**src/rtl/sram_port_arbiter_pkg.sv**
```systemverilog
// Shared types for the SRAM primary-port arbiter: FSM states, owner encoding
// and the word-width derivation used by the top level.
package sram_port_arbiter_pkg;

    localparam int DEFAULT_BYTE_COUNT   = 4;
    localparam int DEFAULT_ADDRESS_SIZE = 9;

    typedef enum logic [1:0] {
        IDLE  = 2'd0,
        ISSUE = 2'd1,
        WAIT  = 2'd2,
        DONE  = 2'd3
    } state_e;

    typedef enum logic {
        OWNER_A = 1'b0,
        OWNER_B = 1'b1
    } owner_e;

    function automatic int word_size(input int byte_count);
        return 8 * byte_count;
    endfunction

endpackage

```
**src/rtl/sram_port_arbiter_rr_arbiter_2.sv**
```systemverilog
// Two-way round-robin arbiter: combinational one-hot grant, indexed by owner.
// On contention the requester that did not win last time is granted.
module rr_arbiter_2
    import sram_port_arbiter_pkg::*;
(
    input  logic [1:0] valid_i,
    input  owner_e     last_grant_i,
    input  logic       enable_i,
    output logic [1:0] grant_o
);

    always_comb begin
        grant_o = 2'b00;
        if (enable_i) begin
            if (valid_i == 2'b11) begin
                grant_o = (last_grant_i == OWNER_B) ? 2'b01 : 2'b10;
            end else begin
                grant_o = valid_i;
            end
        end
    end

endmodule

```
**src/rtl/sram_port_arbiter.sv**
```systemverilog
// Shares the SRAM primary port between requesters A and B, one transaction at
// a time, turning the SRAM's registered-input / negedge-output timing into done pulses.
module sram_port_arbiter
    import sram_port_arbiter_pkg::*;
#(
    parameter  int BYTE_COUNT   = DEFAULT_BYTE_COUNT,
    parameter  int ADDRESS_SIZE = DEFAULT_ADDRESS_SIZE,
    localparam int WORD_SIZE    = word_size(BYTE_COUNT)
) (
    input  logic                    clk,
    input  logic                    rst,

    input  logic                    a_valid,
    output logic                    a_ready,
    input  logic                    a_we,
    input  logic [BYTE_COUNT-1:0]   a_mask,
    input  logic [ADDRESS_SIZE-1:0] a_addr,
    input  logic [WORD_SIZE-1:0]    a_wdata,
    output logic                    a_done,
    output logic [WORD_SIZE-1:0]    a_rdata,

    input  logic                    b_valid,
    output logic                    b_ready,
    input  logic                    b_we,
    input  logic [BYTE_COUNT-1:0]   b_mask,
    input  logic [ADDRESS_SIZE-1:0] b_addr,
    input  logic [WORD_SIZE-1:0]    b_wdata,
    output logic                    b_done,
    output logic [WORD_SIZE-1:0]    b_rdata,

    output logic                    sram_select,
    output logic                    sram_write_enable,
    output logic [BYTE_COUNT-1:0]   sram_write_mask,
    output logic [ADDRESS_SIZE-1:0] sram_address,
    output logic [WORD_SIZE-1:0]    sram_data_write,
    input  logic [WORD_SIZE-1:0]    sram_data_read
);

    state_e state_q, state_d;
    owner_e owner_q, owner_d;
    owner_e last_grant_q, last_grant_d;

    // The sram_* registers double as the command registers.
    logic                    sram_select_q;
    logic                    sram_write_enable_q;
    logic [BYTE_COUNT-1:0]   sram_write_mask_q;
    logic [ADDRESS_SIZE-1:0] sram_address_q;
    logic [WORD_SIZE-1:0]    sram_data_write_q;
    logic [WORD_SIZE-1:0]    a_rdata_q;
    logic [WORD_SIZE-1:0]    b_rdata_q;

    logic [1:0]              grant;
    logic                    granted;
    logic                    sel_we;
    logic [BYTE_COUNT-1:0]   sel_mask;
    logic [ADDRESS_SIZE-1:0] sel_addr;
    logic [WORD_SIZE-1:0]    sel_wdata;

    rr_arbiter_2 u_rr_arbiter_2 (
        .valid_i      ({b_valid, a_valid}),
        .last_grant_i (last_grant_q),
        .enable_i     (state_q == IDLE),
        .grant_o      (grant)
    );

    assign granted   = |grant;
    assign sel_we    = grant[OWNER_B] ? b_we    : a_we;
    assign sel_mask  = grant[OWNER_B] ? b_mask  : a_mask;
    assign sel_addr  = grant[OWNER_B] ? b_addr  : a_addr;
    assign sel_wdata = grant[OWNER_B] ? b_wdata : a_wdata;

    // NOTE: every variable gets a default before the case so no path leaves
    // it unassigned; otherwise synthesis infers a latch.
    always_comb begin
        state_d      = state_q;
        owner_d      = owner_q;
        last_grant_d = last_grant_q;
        case (state_q)
            IDLE: begin
                if (granted) begin
                    owner_d      = grant[OWNER_B] ? OWNER_B : OWNER_A;
                    last_grant_d = owner_d;
                    state_d      = ISSUE;
                end
            end
            ISSUE:   state_d = sram_write_enable_q ? DONE : WAIT;
            WAIT:    state_d = DONE;
            DONE:    state_d = IDLE;
            default: state_d = IDLE;
        endcase
    end

    // NOTE: state is updated with non-blocking assignments so every register
    // samples pre-edge values regardless of statement order.
    always_ff @(posedge clk) begin
        if (!rst) begin
            state_q             <= IDLE;
            owner_q             <= OWNER_A;
            last_grant_q        <= OWNER_B;
            sram_select_q       <= 1'b0;
            sram_write_enable_q <= 1'b0;
            sram_write_mask_q   <= '0;
            sram_address_q      <= '0;
            sram_data_write_q   <= '0;
            a_rdata_q           <= '0;
            b_rdata_q           <= '0;
        end else begin
            state_q             <= state_d;
            owner_q             <= owner_d;
            last_grant_q        <= last_grant_d;
            // Select and write enable are high only for the ISSUE cycle after a grant.
            sram_select_q       <= granted;
            sram_write_enable_q <= granted & sel_we;
            if (granted) begin
                sram_write_mask_q <= sel_mask;
                sram_address_q    <= sel_addr;
                sram_data_write_q <= sel_wdata;
            end
            // SRAM output settled on the negedge inside WAIT.
            if (state_q == WAIT) begin
                if (owner_q == OWNER_A) begin
                    a_rdata_q <= sram_data_read;
                end else begin
                    b_rdata_q <= sram_data_read;
                end
            end
        end
    end

    assign a_ready           = grant[OWNER_A];
    assign b_ready           = grant[OWNER_B];
    assign a_done            = (state_q == DONE) && (owner_q == OWNER_A);
    assign b_done            = (state_q == DONE) && (owner_q == OWNER_B);
    assign a_rdata           = a_rdata_q;
    assign b_rdata           = b_rdata_q;
    assign sram_select       = sram_select_q;
    assign sram_write_enable = sram_write_enable_q;
    assign sram_write_mask   = sram_write_mask_q;
    assign sram_address      = sram_address_q;
    assign sram_data_write   = sram_data_write_q;

endmodule

```
**config.mk**
```make
export PLATFORM = sky130hd
export DESIGN_NAME = sram_port_arbiter
export DESIGN_NICKNAME = d
export VERILOG_FILES = /design/src/rtl/sram_port_arbiter_pkg.sv /design/src/rtl/sram_port_arbiter_rr_arbiter_2.sv /design/src/rtl/sram_port_arbiter.sv
export SDC_FILE = /design/constraint.sdc
export NUM_CORES = 1
export LEC_CHECK = 0
export ABC_CLOCK_PERIOD_IN_PS = 1700
export BUFFER_PORTS_ARGS = -buffer_cell sky130_fd_sc_hd__buf_2
export CAP_MARGIN = 20
export CORE_ASPECT_RATIO = 0.6
export CORE_MARGIN = 2
export CORE_UTILIZATION = 40
export DETAILED_ROUTE_END_ITERATION = 8
export HOLD_SLACK_MARGIN = 0.1
export PLACE_DENSITY_LB_ADDON = 0.3
export SYNTH_ARGS = -nofsm -noshare
export SYNTH_HDL_FRONTEND = slang
export SYNTH_SLANG_ARGS = --single-unit
```
**constraint.sdc**
```tcl
create_clock -name clk -period 1.7 [get_ports clk]
set_input_delay 0.17 -clock clk [delete_from_list [all_inputs] [get_ports clk]]
set_output_delay 0.17 -clock clk [all_outputs]
set_load 0.03 [all_outputs]
```
==> results.md, run 1 <==
* Clock Tree Buf Depth at 2
* Final worst-path cycle share at 103%
* Synth Instances at about 520
* Start point of the critical path: state_q[1]$_SDFFE_PN0P_
* Clock root buffer: clkbuf_16
* Layout area overhead at 75.8%
* Buf+Inv Stages, Crit Path at 3
* Layout fillers at 790
* Worst hold path type: input pin to flip-flop
* Antenna-violating nets left at 0
* Max_slew headroom at 65.4%
* Setup violators final at 1
* Num CTS Buffers at 17
* Die ar. at 12200 µm²
* Wirelength, routed at 16.1 mm
* Clk_skew at 9.66 ps
* H-tree levels at 4
* Max Slew Vio Count at 0
* Total length of routed met3 wires at 1.01 mm
* Clock Pin Slew Worst Setup and Hold Paths at 60 ps
* Setup total negative slack at -44.4 ps
* Worst reg2reg startpoint: state_q[1]$_SDFFE_PN0P_
* Critical Path End Type: flip-flop
* Avg Synthesized Cell Area at 8.76 µm²
* Dpl cell area at 5910 µm²
* Ys Warns at 0
* CP peak stage delay at roughly 320 ps
* Site row count at 30
* Highest routed layer: met4
* Largest net degree at the start of global routing at 65
* Final Hold Vio Count at 0
* RSZ-0062 raised after global routing: true
* Non-filler cells in the finished layout at between 1000 and 1500
* M1 WL at 6.58 mm
* TritonCTS clock tree: built
* Gr ovfl total at 0
* PortBufs at between 200 and 250
* Leakage at 3.84 nW
* Startpoint types: flip-flop
* Post-Syn Area at about 4500 µm²
* Final net count at 1011
* Met2 routed wirelength at approximately 8 mm
* Initial antenna violation count at 1
* Critical path type: flip-flop to flip-flop
* Post-DP HPWL at 9.05 mm
* GRT Overall Usage at 25.8%
* Die Wd at 141 µm
* Worst skew pair latency at ~400 ps
* Vias per cell at 4.82
* Fin area at 7940 µm²
* Final setup margin at -44.4 ps
* Worst Min Path Start: b_addr[7]
* Max Fanout on Critical Path at 27
* Largest delay share family, worst path: buffers and inverters
* Drt drc at 0
* Core area at 11100 µm²
* Ratio of cells with drive above 1 in the final layout at about a third
* Max Cap Violations at 0
* Number of global-route vias before repair at 5076
* RePlAce Congestion at 0.798
* Failing checks: setup timing
* Pre-CTS setup slack at between 60 and 70 ps
* WL per Instance at 15.5 µm
* Clock Sinks at 115
* Max Clock Freq at 573 MHz
* CP Cell Sequence: inv_2, ha_4, nand2_2, a21o_4, buf_4, buf_12, mux2i_1, o21ai_0
* Crit-path slowest cell: dfxtp_2
* Critical Path RT at 1950 ps
* Flop2flop setup slack at -40 ps
* Power per cell area at 1410 nW/µm²
* Ports at 243
* First-pass GRT wire length at 24.9 mm
* Via count at between 5000 and 6000
* WHS at approximately 110 ps
* Initial Utilization at 40.5%
* Peak VDD IR at 883 µV
* Sequential share of the synthesized area at 51.0%
* Arr. time, crit path at 1990 ps
* DR iter-0 viols at 208
* Synthesized net count at 648
* Drt pass-1 iters at 4
* Die height at about 86 µm
* Min Tclk post-route at 1740 ps
* Post-synthesis cell type count at 24
* Multi-input logic area at ~2100 µm²
* Status: finished with violations
* Yosys reg bits at 115
* Register Area at about 2300 µm²
* Slew @ Worst Pin at a little over 500 ps
* Placed insts at approximately 900
==> kinds of logic (layout without fill, tap and decap cells) <==
logic type / after synthesis / after routing / synth area share, %
simple gates: 192 / 192 / 16.4
compound gates: 117 / 117 / 16.8
flops: 115 / 115 / 51.0
mux: 46 / 46 / 10.2
buf+inv: 42 / 418 / 4.57
fa+ha+maj: 4 / 4 / 1.11
other cells: 0 / 1 / 0
==> final cells by class <==
type,count,share of cell area (%)
inverter,5,0.425
clock buffer,23,6.02
multi-input combinational,359,26.0
sequential,115,29.0
timing repair buffer,381,34.0
tap,144,2.27
antenna,1,0.0315
clock inverter,9,2.21
==> synth_stat cells <==
cell        n  area, µm²
a21oi_1     3       15.0
dfxtp_1   115       2300
clkbuf_1   23       86.3
o21ai_0    27        135
buf_6       3       33.8
a21boi_0   65        488
nor3_1      1       5.00
o21a_1      1       7.51
mux2i_1    46        460
a21o_1      1       7.51
o31a_1      1       8.76
buf_2       9       45.0
buf_4       1       7.51
nand2b_1    1       6.26
ha_1        4       50.1
and2_1      2       12.5
inv_2       1       3.75
nand2_1   182        683
o21ai_1    18       90.1
o211ai_1    1       7.51
nor2_1      2       7.51
inv_1       4       15.0
nor2b_1     4       25.0
buf_8       1       15.0
==> per-stage QoR <==
stage | total power [mW] | util, %
4_1_cts | 11.0 | 70.8
3_3_place_gp | 6.58 | 53.0
6_report | 11.2 | 71.3
2_1_floorplan | 5.61 | -
3_5_place_dp | 6.68 | 53.0
5_1_grt | 11.7 | 71.3
==> per-layer routing <==
layer  vias to the layer above  track usage, %
met1                      2324            29.5
met3                        38            7.35
met2                       205            45.6
li1                       2435               -
met5                         -               0
met4                         0            11.1
==> worst reg2reg max path, delay by kind of cell, from the launching register on <==
kind	cells	cell delay, ps
buffers and inverters	3	400
flip-flops	1	320
multiplexers	1	280
AND/OR/NAND/NOR	1	60
adder cells (fa/ha/maj)	1	160
AO/OA/AOI/OAI	2	390
==> cells in the final DEF (no fill, tap or decap), types with 2 or more instances in the layout <==
master	instances
buf_2	240
nand2_1	180
dlygate4sd3_1	121
dfxtp_1	113
a21boi_0	65
mux2i_1	44
o21ai_0	25
o21ai_1	19
clkbuf_16	17
buf_4	9
buf_12	8
bufinv_16	5
ha_1	3
clkbuf_8	3
clkbuf_1	3
nand2_2	2
inv_1	2
nor2b_1	2
and2_1	2
a21oi_1	2
nor2_1	2
clkinvlp_4	2
clkinv_2	2
==> sequential cells by signal (all words and copies together), names as in the netlist <==
name / cells
sram_write_enable: 1
state_q: 2
owner_q: 1
sram_select: 1
sram_address: 9
sram_data_write: 32
b_rdata: 32
last_grant_q: 1
a_rdata: 32
sram_write_mask: 4
==> timing repair <==
action,4_1_cts,5_1_grt
resized for setup,13,14
cloned,1,0
setup buffers,6,1
hold buffers,121,0
setup endpoints to repair,2,4
endpoints found under the hold margin,112,0
pin swaps,0,1
==> power by group <==
part           internal [mW]  switching (mW)  total, mW
Clock                   2.71            1.22       3.93
Combinational           1.44            2.32       3.76
Sequential              3.20           0.270       3.47
Total                   7.36            3.80       11.2
==> path summary, 6_finish.rpt <==
path / endpoint / cells after the start
worst min register to register: sram_data_write[6]$_SDFFE_PN0P_ / 2
worst max register to register: sram_data_write[2]$_SDFFE_PN0P_ / 8
worst min-delay path: sram_address[7]$_SDFFE_PN0P_ / 3
worst max-delay path: sram_data_write[2]$_SDFFE_PN0P_ / 8
(Power assumes the default switching activity.)
==> run 2: changes to the inputs <==
- ABC_AREA: unset -> 1
- CORE_UTILIZATION: 40 -> 41
==> run 2 against run 1 <==
Net effect:
- the run now ends clean
- critical endpoint is now b_ready
- sequential power is 5.8% higher
- clock skew grew 5.4 ps
- flip-flop and latch count stayed put
- register-to-register slack better by 220 ps
==> results.md, run 2 <==
* Buf+Inv Stages, Crit Path at 4 (+1)
* GRT Overall Usage at 24.6% (-1.2 points)
* M1 WL at 7.18 mm (+9.1%)
* Min Tclk post-route at 1630 ps (-110 ps)
* Drt pass-1 iters at 5 (+1)
* Num CTS Buffers at 17 (unchanged)
* Worst reg2reg startpoint: state_q[0]$_SDFFE_PN0P_
* Antenna Cells at 0 (-1)
* Leakage at 4.37 nW (+14%)
* Largest delay share family, worst path: buffers and inverters
* PortBufs at 242 (unchanged)
* RePlAce Congestion at 0.838 (+5.1%)
* Vias per cell at 4.61 (-4.4%)
* Initial antenna violation count at 0 (-1)
* Synth top area share at 47.5% (-3.5 points)
* Layout area overhead at 63.3%
* Flop2flop setup slack at 180 ps (+220 ps)
* Dpl cell area at 6230 µm² (+5.5%)
* Total power at 11.3 mW (+1.3%)
* Power per cell area at 1430 nW/µm² (+1.6%)
* Ys Warns at 0 (unchanged)
* Placed insts at 1082 (+24%)
* Setup total negative slack at 0 ps (+44.4 ps)
* Crit-path slowest cell: dfxtp_1
* Clock Sinks at 115 (unchanged)
* Antenna-violating nets left at 0 (unchanged)
* CP Cell Sequence: inv_1, ha_4, nand2_2, clkinv_2, nand2_4, inv_2, buf_4
* Max_slew headroom at 63.9% (-1.5 points)
* Number of global-route vias before repair at 5215 (+2.7%)
* Clk_skew at 15.1 ps (+5.43 ps)
* Peak VDD IR at 776 µV (-12%)
* Post-synthesis cell type count at 17 (-29%)
* Gr ovfl total at 0 (unchanged)
* R2R cell count at 7 (-1)
* WL per Instance at 13.4 µm (-14%)
* Final worst-path cycle share at 96.1% (-6.5 points)
* Critical Path RT at 1530 ps (-420 ps)
* Avg Synthesized Cell Area at 6.84 µm² (-22%)
* Status: completed
* Max Cap Violations at 0 (unchanged)
* Clock Tree Buf Depth at 2 (unchanged)
* Commonest non-fill, non-tap cells in the layout: buf_2 (240), nand2_1 (143), nor2_1 (134)
* Arr. time, crit path at 1460 ps (-530 ps)
* Max Clock Freq at 612 MHz (+6.7%)
* WHS at 113 ps (-0.642 ps)
* Worst skew pair latency at 400 ps (about the same)
* CP peak stage delay at 320 ps (about the same)
* Top_reg_cell synth: dfxtp_1
* Worst Setup EP: b_ready
* Worst hold path type: input pin to flip-flop
* Die Wd at 144 µm (+2.3%)
* Initial Utilization at 42.5% (+2.0 points)
* Wirelength, routed at 16.4 mm (+1.7%)
* DR iter-0 viols at 269 (+29%)
* Critical Path End Type: output port
* Total length of routed met3 wires at 1.10 mm (+8.3%)
* Synthesized net count at 841 (+30%)
* Critical path type: flip-flop to output port
* Synth Instances at 709 (+37%)
* Startpoint types: flip-flop
* Crit path depth at 7 (-1)
* TritonCTS clock tree: built
* Die height at 88.2 µm (+2.2%)
* Via count at 5650 (+13%)
* Final net count at 1185 (+17%)
* First-pass GRT wire length at 24.8 mm (-0.42%)
* Clock Pin Slew Worst Setup and Hold Paths at 50 ps (about the same)
* Ranking of synthesized cells by area: dfxtp_1 (47%), nand2_1 (11%), nor2_1 (11%)
* Setup violators final at 0 (-1)
* Final Hold Vio Count at 0 (unchanged)
* Sequential share of the synthesized area at 47.5% (-3.5 points)
* Leading area contributor after synthesis: dfxtp_1
* EDFF count, synth at 0 (unchanged)
* Reg2reg end: a_rdata[25]$_SDFFE_PN0P_
* Site row count at 30 (unchanged)
* Ports at 243 (unchanged)
* Clock root buffer: clkbuf_16
* Largest net degree at the start of global routing at 67 (+3.1%)
* H-tree levels at 4 (unchanged)
* Drt drc at 0 (unchanged)
* Ratio of cells with drive above 1 in the final layout at 28.1% (-6.0 points)
* Fin area at 7920 µm² (-0.32%)
* Highest routed layer: met4
* Most frequent cell after synthesis: nand2_1
* Post-synth ARST share at 0% (unchanged)
* Commonest non-fill, non-tap cell in the layout: buf_2
* Core area at 11400 µm² (+2.4%)
* Max Slew Vio Count at 0 (unchanged)
* Start point of the critical path: state_q[0]$_SDFFE_PN0P_
* Die ar. at 12700 µm² (+4.5%)
* Met2 routed wirelength at 7.56 mm (-6.4%)
* Post-Syn Area at 4850 µm² (+7.3%)
* Yosys reg bits at 115 (unchanged)
* Post-synth top cells: nand2_1 (143), nor2_1 (136), dfxtp_1 (115)
* Non-filler cells in the finished layout at 1225 (+18%)
* Max Fanout on Critical Path at 5 (-81%)
* Slew @ Worst Pin at 542 ps (+22.9 ps)
* Post-DP HPWL at 9.80 mm (+8.3%)
* RSZ-0062 raised after global routing: false
==> run 2: changes by cell type in the layout (fill, tap and decap cells not counted), sizes merged, moves of 11 or more <==
cell	previous run	this run
nand3	0	94
inv	4	102
o21ai	45	66
a21boi	65	0
nor2	2	137
dlygate4sd3	121	110
mux2i	46	0
nand2	182	146
==> run 2: worst min path at each step <==
| stage | slack (ps) | startpoint | cells after the start | endpoint |
|---|---|---|---|---|
| after floorplan | 300 | a_we | 2 | sram_write_enable$_SDFF_PN0_ |
| after global placement | 400 | a_we | 3 | sram_write_enable$_SDFF_PN0_ |
| after detailed placement | 400 | a_we | 3 | sram_write_enable$_SDFF_PN0_ |
| after CTS | 100 | b_wdata[18] | 5 | sram_data_write[18]$_SDFFE_PN0P_ |
| after global routing | 130 | a_wdata[30] | 5 | sram_data_write[30]$_SDFFE_PN0P_ |
| final | 110 | b_wdata[8] | 5 | sram_data_write[8]$_SDFFE_PN0P_ |
==> run 2: logic make-up after synthesis <==
group                      share of synthesized area, %
DFF                                                47.5
and+or+nand+nor                                    31.9
adders and majority gates                          1.03
buffers and inverters                              12.4
AOI/OAI and AO/OA                                  7.12
==> run 2: power breakdown <==
group          leakage, nW  internal [mW]  switching [mW]
registers            0.941           3.35           0.320
clock network        0.257           1.93            1.26
logic                 3.17           1.44            3.00
total                 4.37           6.72            4.58
==> run 2: per-stage QoR <==
step                      util (%)  worst slack [ps]
after floorplan                  -               190
after global placement        54.6               115
after detailed placement      54.6              88.0
after CTS                     69.2              26.3
after global routing          69.4              9.45
final                         69.4              65.6
==> run 2: layout make-up <==
class	instances	area, µm²
Clock buffer	19	453
Clock inverter	12	85.1
Fill cell	939	3490
Inverter	102	384
Multi-Input combinational cell	451	1980
Sequential cell	115	2300
Tap cell	160	200
Timing Repair Buffer	366	2510
==> run 2: tightest hold or removal path, stage by stage <==
cell     delay, ps
buf_2           70
inv_1           30
nand3_1         60
nand3_1         70
nand2_1         60
==> run 2: routing by layer <==
| metal | track usage (%) | vias up |
|---|---|---|
| met3 | 6.17 | 48 |
| li1 | - | 2857 |
| met2 | 40.0 | 237 |
| met4 | 11.6 | 0 |
| met5 | 0 | - |
| met1 | 31.1 | 2508 |
==> run 2: repair_timing <==
| item | CTS | global route |
|---|---|---|
| setup endpoints to repair | 2 | 2 |
| hold buffers | 110 | 0 |
| endpoints found under the hold margin | 108 | 0 |
| pin swaps | 2 | 0 |
| resized for setup | 5 | 4 |
| buffers inserted | 2 | 0 |
